[config.mk]
export PLATFORM = sky130hd
export DESIGN_NAME = bus_rr_arbiter
export DESIGN_NICKNAME = d
export VERILOG_FILES = /design/src/rtl/bus_rr_arbiter.sv
export SDC_FILE = /design/constraint.sdc
export NUM_CORES = 1
export LEC_CHECK = 0
export CAP_MARGIN = 20
export CORE_MARGIN = 4
export CORE_UTILIZATION = 35
export DETAILED_ROUTE_END_ITERATION = 7
export GPL_ROUTABILITY_DRIVEN = 1
export SYNTH_ARGS = -nofsm -noshare
export SYNTH_HDL_FRONTEND = slang
export SYNTH_SLANG_ARGS = --single-unit
[constraint.sdc]
create_clock -name clk -period 1.6 [get_ports clk]
set_input_delay 0.32 -clock clk [delete_from_list [all_inputs] [get_ports clk]]
set_output_delay 0.32 -clock clk [all_outputs]
set_load 0.02 [all_outputs]
[src/rtl/bus_rr_arbiter.sv]
// bus_rr_arbiter
//   Round-robin arbiter that shares the system bus among N_MASTER masters.
//   The grant is registered and one-hot. grant_id drives the master-side bus muxes.
//   An owner keeps the bus for at most MAX_HOLD consecutive cycles while another
//   master is requesting. After that, ownership rotates to the next requester.
//
// Parameters
//   N_MASTER  number of requesting masters (2..8)
//   ID_W      width of grant_id, clog2(N_MASTER)
//   MAX_HOLD  max consecutive grant cycles while others wait (1..16)
//
// Ports
//   clk       system clock, rising edge
//   reset     asynchronous, active-high reset
//   req       per-master level request, held until the transfer is done
//   grant     one-hot registered grant; all-zero means the bus is idle
//   grant_id  index of the current owner; holds the last owner while idle
//   busy      high while any grant bit is set
//   hold_cnt  cycles the owner has held the bus in this tenure, 0-based
module bus_rr_arbiter #(
  parameter int N_MASTER = 4,
  parameter int ID_W     = 2,
  parameter int MAX_HOLD = 8
) (
  input  logic                clk,
  input  logic                reset,
  input  logic [N_MASTER-1:0] req,
  output logic [N_MASTER-1:0] grant,
  output logic [ID_W-1:0]     grant_id,
  output logic                busy,
  output logic [3:0]          hold_cnt
);

  typedef enum logic {
    IDLE  = 1'b0,
    GRANT = 1'b1
  } state_t;

  state_t                state_reg, state_next;
  logic [N_MASTER-1:0]   grant_reg, grant_next;
  logic [ID_W-1:0]       grant_id_reg, grant_id_next;
  logic [ID_W-1:0]       last_reg, last_next;
  logic [3:0]            hold_reg, hold_next;

  // Round-robin search.
  // While idle, grant_reg is zero, so the mask is just req.
  // While granting, the mask is the set of other requesters.
  // In both cases the search starts just after the last winner.
  logic [N_MASTER-1:0]   search_mask;
  logic [N_MASTER-1:0]   cand_req;
  logic [ID_W-1:0]       cand_id [N_MASTER];
  logic                  rr_found;
  logic [ID_W-1:0]       rr_id;

  assign search_mask = req & ~grant_reg;

  // Candidate gi is the master at distance gi+1 from the pointer, wrapped modulo N_MASTER.
  // The sum needs one extra bit so that the wrap subtraction is exact.
  for (genvar gi = 0; gi < N_MASTER; gi++) begin : g_cand
    logic [ID_W:0] sum;
    assign sum          = {1'b0, last_reg} + (ID_W+1)'(gi + 1);
    assign cand_id[gi]  = (sum >= (ID_W+1)'(N_MASTER))
                          ? ID_W'(sum - (ID_W+1)'(N_MASTER))
                          : sum[ID_W-1:0];
    assign cand_req[gi] = search_mask[cand_id[gi]];
  end

  // Lowest distance wins. The loop scans downward so the nearest requester is assigned last.
  always_comb begin
    rr_found = 1'b0;
    rr_id    = last_reg;
    for (int i = N_MASTER - 1; i >= 0; i--) begin
      if (cand_req[i]) begin
        rr_found = 1'b1;
        rr_id    = cand_id[i];
      end
    end
  end

  logic owner_req;
  logic expire;

  assign owner_req = req[grant_id_reg];
  assign expire    = (hold_reg == 4'(MAX_HOLD - 1));

  always_comb begin
    state_next    = state_reg;
    grant_next    = grant_reg;
    grant_id_next = grant_id_reg;
    last_next     = last_reg;
    hold_next     = hold_reg;
    unique case (state_reg)
      IDLE: begin
        if (rr_found) begin
          state_next    = GRANT;
          grant_next    = N_MASTER'(1) << rr_id;
          grant_id_next = rr_id;
          last_next     = rr_id;
          hold_next     = 4'd0;
        end
      end
      GRANT: begin
        if (owner_req && !expire) begin
          hold_next = hold_reg + 4'd1;
        end else if (rr_found) begin
          // Either the tenure expired or the owner dropped its request.
          // Hand over directly, with no idle cycle in between.
          grant_next    = N_MASTER'(1) << rr_id;
          grant_id_next = rr_id;
          last_next     = rr_id;
          hold_next     = 4'd0;
        end else if (owner_req) begin
          // The tenure expired but nobody else is waiting.
          // Keep the owner and restart the count.
          hold_next = 4'd0;
        end else begin
          state_next = IDLE;
          grant_next = '0;
          hold_next  = 4'd0;
        end
      end
      default: begin
        state_next = IDLE;
        grant_next = '0;
        hold_next  = 4'd0;
      end
    endcase
  end

  always_ff @(posedge clk or posedge reset) begin
    if (reset) begin
      state_reg    <= IDLE;
      grant_reg    <= '0;
      grant_id_reg <= '0;
      // Point at the highest index so that M0 is searched first after reset.
      last_reg     <= ID_W'(N_MASTER - 1);
      hold_reg     <= 4'd0;
    end else begin
      state_reg    <= state_next;
      grant_reg    <= grant_next;
      grant_id_reg <= grant_id_next;
      last_reg     <= last_next;
      hold_reg     <= hold_next;
    end
  end

  assign grant    = grant_reg;
  assign grant_id = grant_id_reg;
  assign busy     = |grant_reg;
  assign hold_cnt = hold_reg;

endmodule

==> flow_summary.toml, run 1 <==
[routing]
dr.pass1.iters = 4
viasPerCell = 5.18
drt_iter0_markers = 9
finalWirelength_um = 1730
post_drt_wl_per_cell_um = 13.2
drc_errors = 0
ant_nets = 0
via_count = 679

[place]
place_inst = 126
finalWeightedCongestion = 0.829
dp_hpwl_um = 1330
io_buffers = 16
placed_area_mm2 = 0.00101

[logic_synthesis]
syn_inst = 75
yosysUniqueCellTypes = 31
synth_area_um2 = 753
syn-num-nets = 82
ys_seq_area_share_pct = 43.5
ys_seq_elements = 13
synth_edf_count = 0
synth-simple-area-share_pct = 28.6
synthArstFlopShare_pct = 100
synthFlopType = "dfrtp_1"
synth_xor_area_share_pct = 0
muxShareOfSynthArea_pct = 3.99
synth-compound-area-share_pct = 21.3
yosys_warnings = 0
postSynthAreaPerCell_um2 = 10.0
synth_top_family_by_area = "simple AND/OR/NAND/NOR gates"
synthAdderAreaFrac_pct = 1.66

[sta]
tightest_slew_ps = 478
hold_violations = 0
finalCriticalPeriod_ps = 1660
setup_viol = 1
min_period_over_period_pct = 104
max_slew_margin_pct = 68.1
skew_ps = 0.521
max_freq_ghz = 0.603
layout_setup_ws_ps = -58.4
grt_setup_unrepaired = "true"
drv_slew = 0

[critical_path]
critPathCapture = "busy"
critPathKind = "flip-flop to output pin"
endpoint_kind = "output pin"
crit_start = "grant[0]$_DFFE_PP0P_"
r2r_start = "grant_id[0]$_DFFE_PP0P_"
critPathLaunchType = "flip-flop"
regToRegEndpoint = "grant[1]$_DFFE_PP0P_"
crit_fanout = 2
cp_data_arrival_time_ps = 1340
ff2ff_path_depth = 5
crit_required_ps = 1280
reg2reg_slack_ps = 120

[grt]
overflow = 0
antenna_found_initial = 0
grt_max_degree = 14
track_usage_pct = 13.9
grt_pass1_vias = 667
grt_pass1_wl_um = 2910

[floorplanning]
die-area_mm2 = 0.00296
row_count = 16
die_width_um = 54.4
die_h_um = 54.4
core_mm2 = 0.00200
start_util_pct = 37.6
num_io_pins = 17

[power_and_ir_drop]
p_int_uw = 1150
pwr_density_cell_mw_per_mm2 = 1890
p_sw_uw = 844
ir_worst_vdd_mv = 0.866
comb_power_share_pct = 59.2
leakage_uw = 0.000492
power_frac_clock_pct = 10.2
switching_share_pct = 42.3
pwr-share-seq_pct = 30.6

[clock_tree]
clock-sinks = 13
h-tree-depth = 1
root_buffer = "clkbuf_4"
clk_pin_slew_ps = 80
clk_latency_ps = 280
numCtsBuffers = 3
cts_hold_buf = 0
cts_tree = "yes"
ctsLongestPathBuffers = 2

[worst_hold_path]
hold_class = "input pin to asynchronous set/reset pin"

[cells_and_area]
instances_no_fill = 131
diodes = 0
area_delta_synth_final_pct = 40.2
finalInstanceArea_mm2 = 0.00106
drive_above_1_share_pct = 29.8
nets = 112
final_cell_mix = "dfrtp_1, dlygate4sd2_1, buf_4"
fillers = 182

[flow_run]
maxCapViolations = 0

[run_status]
violations = "negative setup slack"
status = "complete, but fails checks"
[critical path: stages (launching register included)]
cell and delay, ps:
dfrtp_1 380, or4_4 530, buf_6 150
[Yosys cell counts (2+ instances only)]
library cell	count	area, um2
dfrtp_1	11	275
dfstp_2	2	52.6
o2bb2ai_1	4	35.0
nor2_1	3	11.3
o21a_1	2	15.0
inv_1	2	7.51
a21oi_1	5	25.0
nand3_1	3	15.0
or4_1	2	15.0
o21ai_0	2	10.0
nand2b_1	5	31.3
o21ai_1	4	20.0
nor2b_1	3	18.8
nand2_2	2	12.5
mux2i_1	3	30.0
nand2_1	6	22.5
and2_1	2	12.5
[per-stage QoR]
step                worst slack (ps)  hold slack (ps)  util (%)  power [uW]  setup TNS (ps)
finish                         -58.4              349      52.8        2000           -58.4
global route                    -111              384      52.8        2170            -157
CTS                            -86.5              374      50.7        1910           -86.5
detailed placement              -260              529      50.3        1780           -2830
global placement                -226              518      50.3        1790           -2630
floorplan                        137              196         -        1300               0
[how the worst min path moves through the flow]
stage                         endpoint  slack (ps)  depth (start not counted)
2_1_floorplan     grant[0]$_DFFE_PP0P_         200                          1
3_3_place_gp   hold_cnt[2]$_DFFE_PP0P_         520                          1
3_5_place_dp   last_reg[0]$_DFFE_PP1P_         530                          2
4_1_cts        grant_id[0]$_DFFE_PP0P_         370                          2
5_1_grt           grant[1]$_DFFE_PP0P_         380                          2
6_report       grant_id[1]$_DFFE_PP0P_         350                          2
[area by class of cell]
cell class	instances	area (um2)	share of cell area [%]
inverter	2	7.51	0.711
sequential	13	329	31.2
multi-input combinational	60	440	41.7
clock buffer	4	26.3	2.49
tap	27	33.8	3.20
timing repair buffer	25	219	20.7
[power groups by stage]
stage	logic (uW)	registers (uW)	clock network (uW)
final	1180	611	204
after detailed placement	1180	608	0
after CTS	1100	599	207
after floorplan	596	708	0
after global placement	1180	605	0
after global routing	1300	640	227
[logic make-up after synthesis]
kind of cell | after synthesis
simple gates | 34
compound gates | 22
fa+ha+maj | 1
buf+inv | 2
mux | 3
flops | 13
[layer usage]
metal	GRT usage, %	vias to the layer above	share of wire, %
met1	19.3	326	50
met4	7.47	0	2.7
li1	-	331	-
met5	0	-	0
met2	20.3	17	41
met3	2.72	5	6.1
[timing repair]
item                                    4_1_cts  5_1_grt
gates resized for setup                      14       13
buffers inserted                              0        1
endpoints found under the setup margin       11        9
pin swaps                                     0        2
Power figures use the tool's default switching activity.
==> run 2, diff against run 1 <==
Settings changed: SLEW_MARGIN set to 40.
==> results of run 2 <==
The final DEF is identical to that of run 1; final timing and power are the same.
==> run 3, diff against run 2 <==
Settings changed: CORE_ASPECT_RATIO set to 0.75, SETUP_SLACK_MARGIN set to 0.4.
==> run 3 against run 2 <==
  * The flow still finishes with violations (negative setup slack)
  * Critical path depth unchanged
  * Via count is 4.4% higher
  * Final cell count up 1.5%
  * Non-clock buffer count is 5 higher
  * Combinational power increased by 37%
  * Largest cell class unchanged
  * Highest routed layer unchanged
==> flow_summary.toml, run 3 (same netlist as run 1, synthesis figures left out) <==
[cells_and_area]
nets = 117
seq_area_um2 = 338
multi_input_area_um2 = 532
final_cell_mix = "buf_6, dfrtp_2, buf_4"
final_util_pct = 61.1
layout_commonest_cell = "buf_6"
area_delta_synth_final_pct = 65.0
drive_above_1_share_pct = 61.5
fillers = 165
diodes = 0

[sta]
drv_slew = 0
min_period_over_period_pct = 105
max_freq_ghz = 0.595
setup_viol = 1
finalCriticalPeriod_ps = 1680
grt_setup_unrepaired = "true"
skew_ps = 9.47
layout_setup_ws_ps = -79.6
hold_violations = 0
tightest_slew_ps = 484
max_slew_margin_pct = 67.7
hold_ws_ps = 338

[critical_path]
critPathLaunchType = "flip-flop"
path_cells = "or4_4 -> buf_6"
cp_data_arrival_time_ps = 1360
path_buf_inv = 1
endpoint_kind = "output pin"
crit_fanout = 2
critical_path.top_delay_family = "simple AND/OR/NAND/NOR gates"
cpPeakStageDelay_ps = 530
crit_required_ps = 1280
critPathKind = "flip-flop to output pin"
slowest_stage = "or4_4"

[grt]
overflow = 0
grt_pass1_vias = 671
grt_pass1_wl_um = 3180
grt_max_degree = 14
antenna_found_initial = 0
track_usage_pct = 15.8

[power_and_ir_drop]
comb_power_share_pct = 65.0
power_frac_clock_pct = 8.5
leakage_uw = 0.000551
pwr-share-seq_pct = 26.5
ir_worst_vdd_mv = 1.12
pwr_density_cell_mw_per_mm2 = 2010
p_sw_uw = 1060
p_int_uw = 1430
switching_share_pct = 42.6

[routing]
drc_errors = 0
viasPerCell = 5.33
post_drt_wl_per_cell_um = 15.8
finalWirelength_um = 2100
ant_nets = 0
dr.pass1.iters = 7
drt_iter0_markers = 16
via_count = 709

[floorplanning]
die_h_um = 48.2
core_mm2 = 0.00203
row_count = 14
die-area_mm2 = 0.00297
die_width_um = 61.6
start_util_pct = 37.1
num_io_pins = 17

[worst_hold_path]
hold_class = "input pin to asynchronous set/reset pin"

[clock_tree]
clock-sinks = 13
h-tree-depth = 1
ctsLongestPathBuffers = 2
clk_pin_slew_ps = 90
clk_latency_ps = 290
cts_tree = "yes"
cts_hold_buf = 0
numCtsBuffers = 3
root_buffer = "clkbuf_4"

[run_status]
violations = "negative setup slack"
status = "complete, but fails checks"

[place]
io_buffers = 16
dp_hpwl_um = 1430
finalWeightedCongestion = 0.757

[flow_run]
maxCapViolations = 0
[run 3: cell count changes in the layout (fill, tap and decap cells not counted), moves of 7 or more]
cell and change:
buf_6 +17, dlygate4sd2_1 -8, dfrtp_2 +7, dfrtp_1 -7
[run 3: final timing paths]
check	cells after the start	to	startpoint	slack [ps]
max in group asynchronous	2	grant[2]$_DFFE_PP0P_	reset	900
min in group clk	4	state_reg$_DFF_PP0_	req[0]	510
setup / recovery	2	busy	grant[2]$_DFFE_PP0P_	-80
hold / removal	2	state_reg$_DFF_PP0_	reset	340
hold reg to reg	1	hold_cnt[2]$_DFFE_PP0P_	hold_cnt[2]$_DFFE_PP0P_	520
setup reg to reg	7	grant[3]$_DFFE_PP0P_	grant[3]$_DFFE_PP0P_	0
[run 3: area by class of cell]
| class | count | share of cell area (%) |
|---|---|---|
| Multi-Input combinational cell | 60 | 42.8 |
| Sequential cell | 13 | 27.2 |
| Timing Repair Buffer | 30 | 24.8 |
| Tap cell | 24 | 2.42 |
| Clock buffer | 3 | 1.81 |
| Inverter | 2 | 0.604 |
| Clock inverter | 1 | 0.403 |
[run 3: metal layers]
metal  routed length [um]  track usage [%]  up-vias
met4                   12             3.81        0
met3                   98             5.82        2
li1                     -                -      344
met5                    0                0        -
met1                 1020             22.3      344
met2                  965             23.0       19
[run 3: repair_timing]
item	CTS	global route
setup buffers	4	4
pin swaps	13	6
resized for setup	90	14
endpoints found under the setup margin	24	24
[run 3: power groups by stage]
stage          clock (uW)  combinational [uW]  sequential, uW
4_1_cts               219                1480             646
3_5_place_dp            0                1190             628
2_1_floorplan           0                 615             725
6_report              212                1620             661
3_3_place_gp            0                1170             626
5_1_grt               234                1730             682
[run 3: metrics by stage]
stage / setup WS, ps / setup TNS [ps] / instances / instance area, um2 / power (uW)
floorplan: 218 / 0 / 75 / 768 / 1340
global placement: -221 / -2500 / 121 / 1000 / 1800
detailed placement: -259 / -2740 / 121 / 1000 / 1810
CTS: -90.4 / -90.4 / 129 / 1170 / 2340
global route: -115 / -336 / 133 / 1240 / 2650
finish: -79.6 / -79.6 / 133 / 1240 / 2500
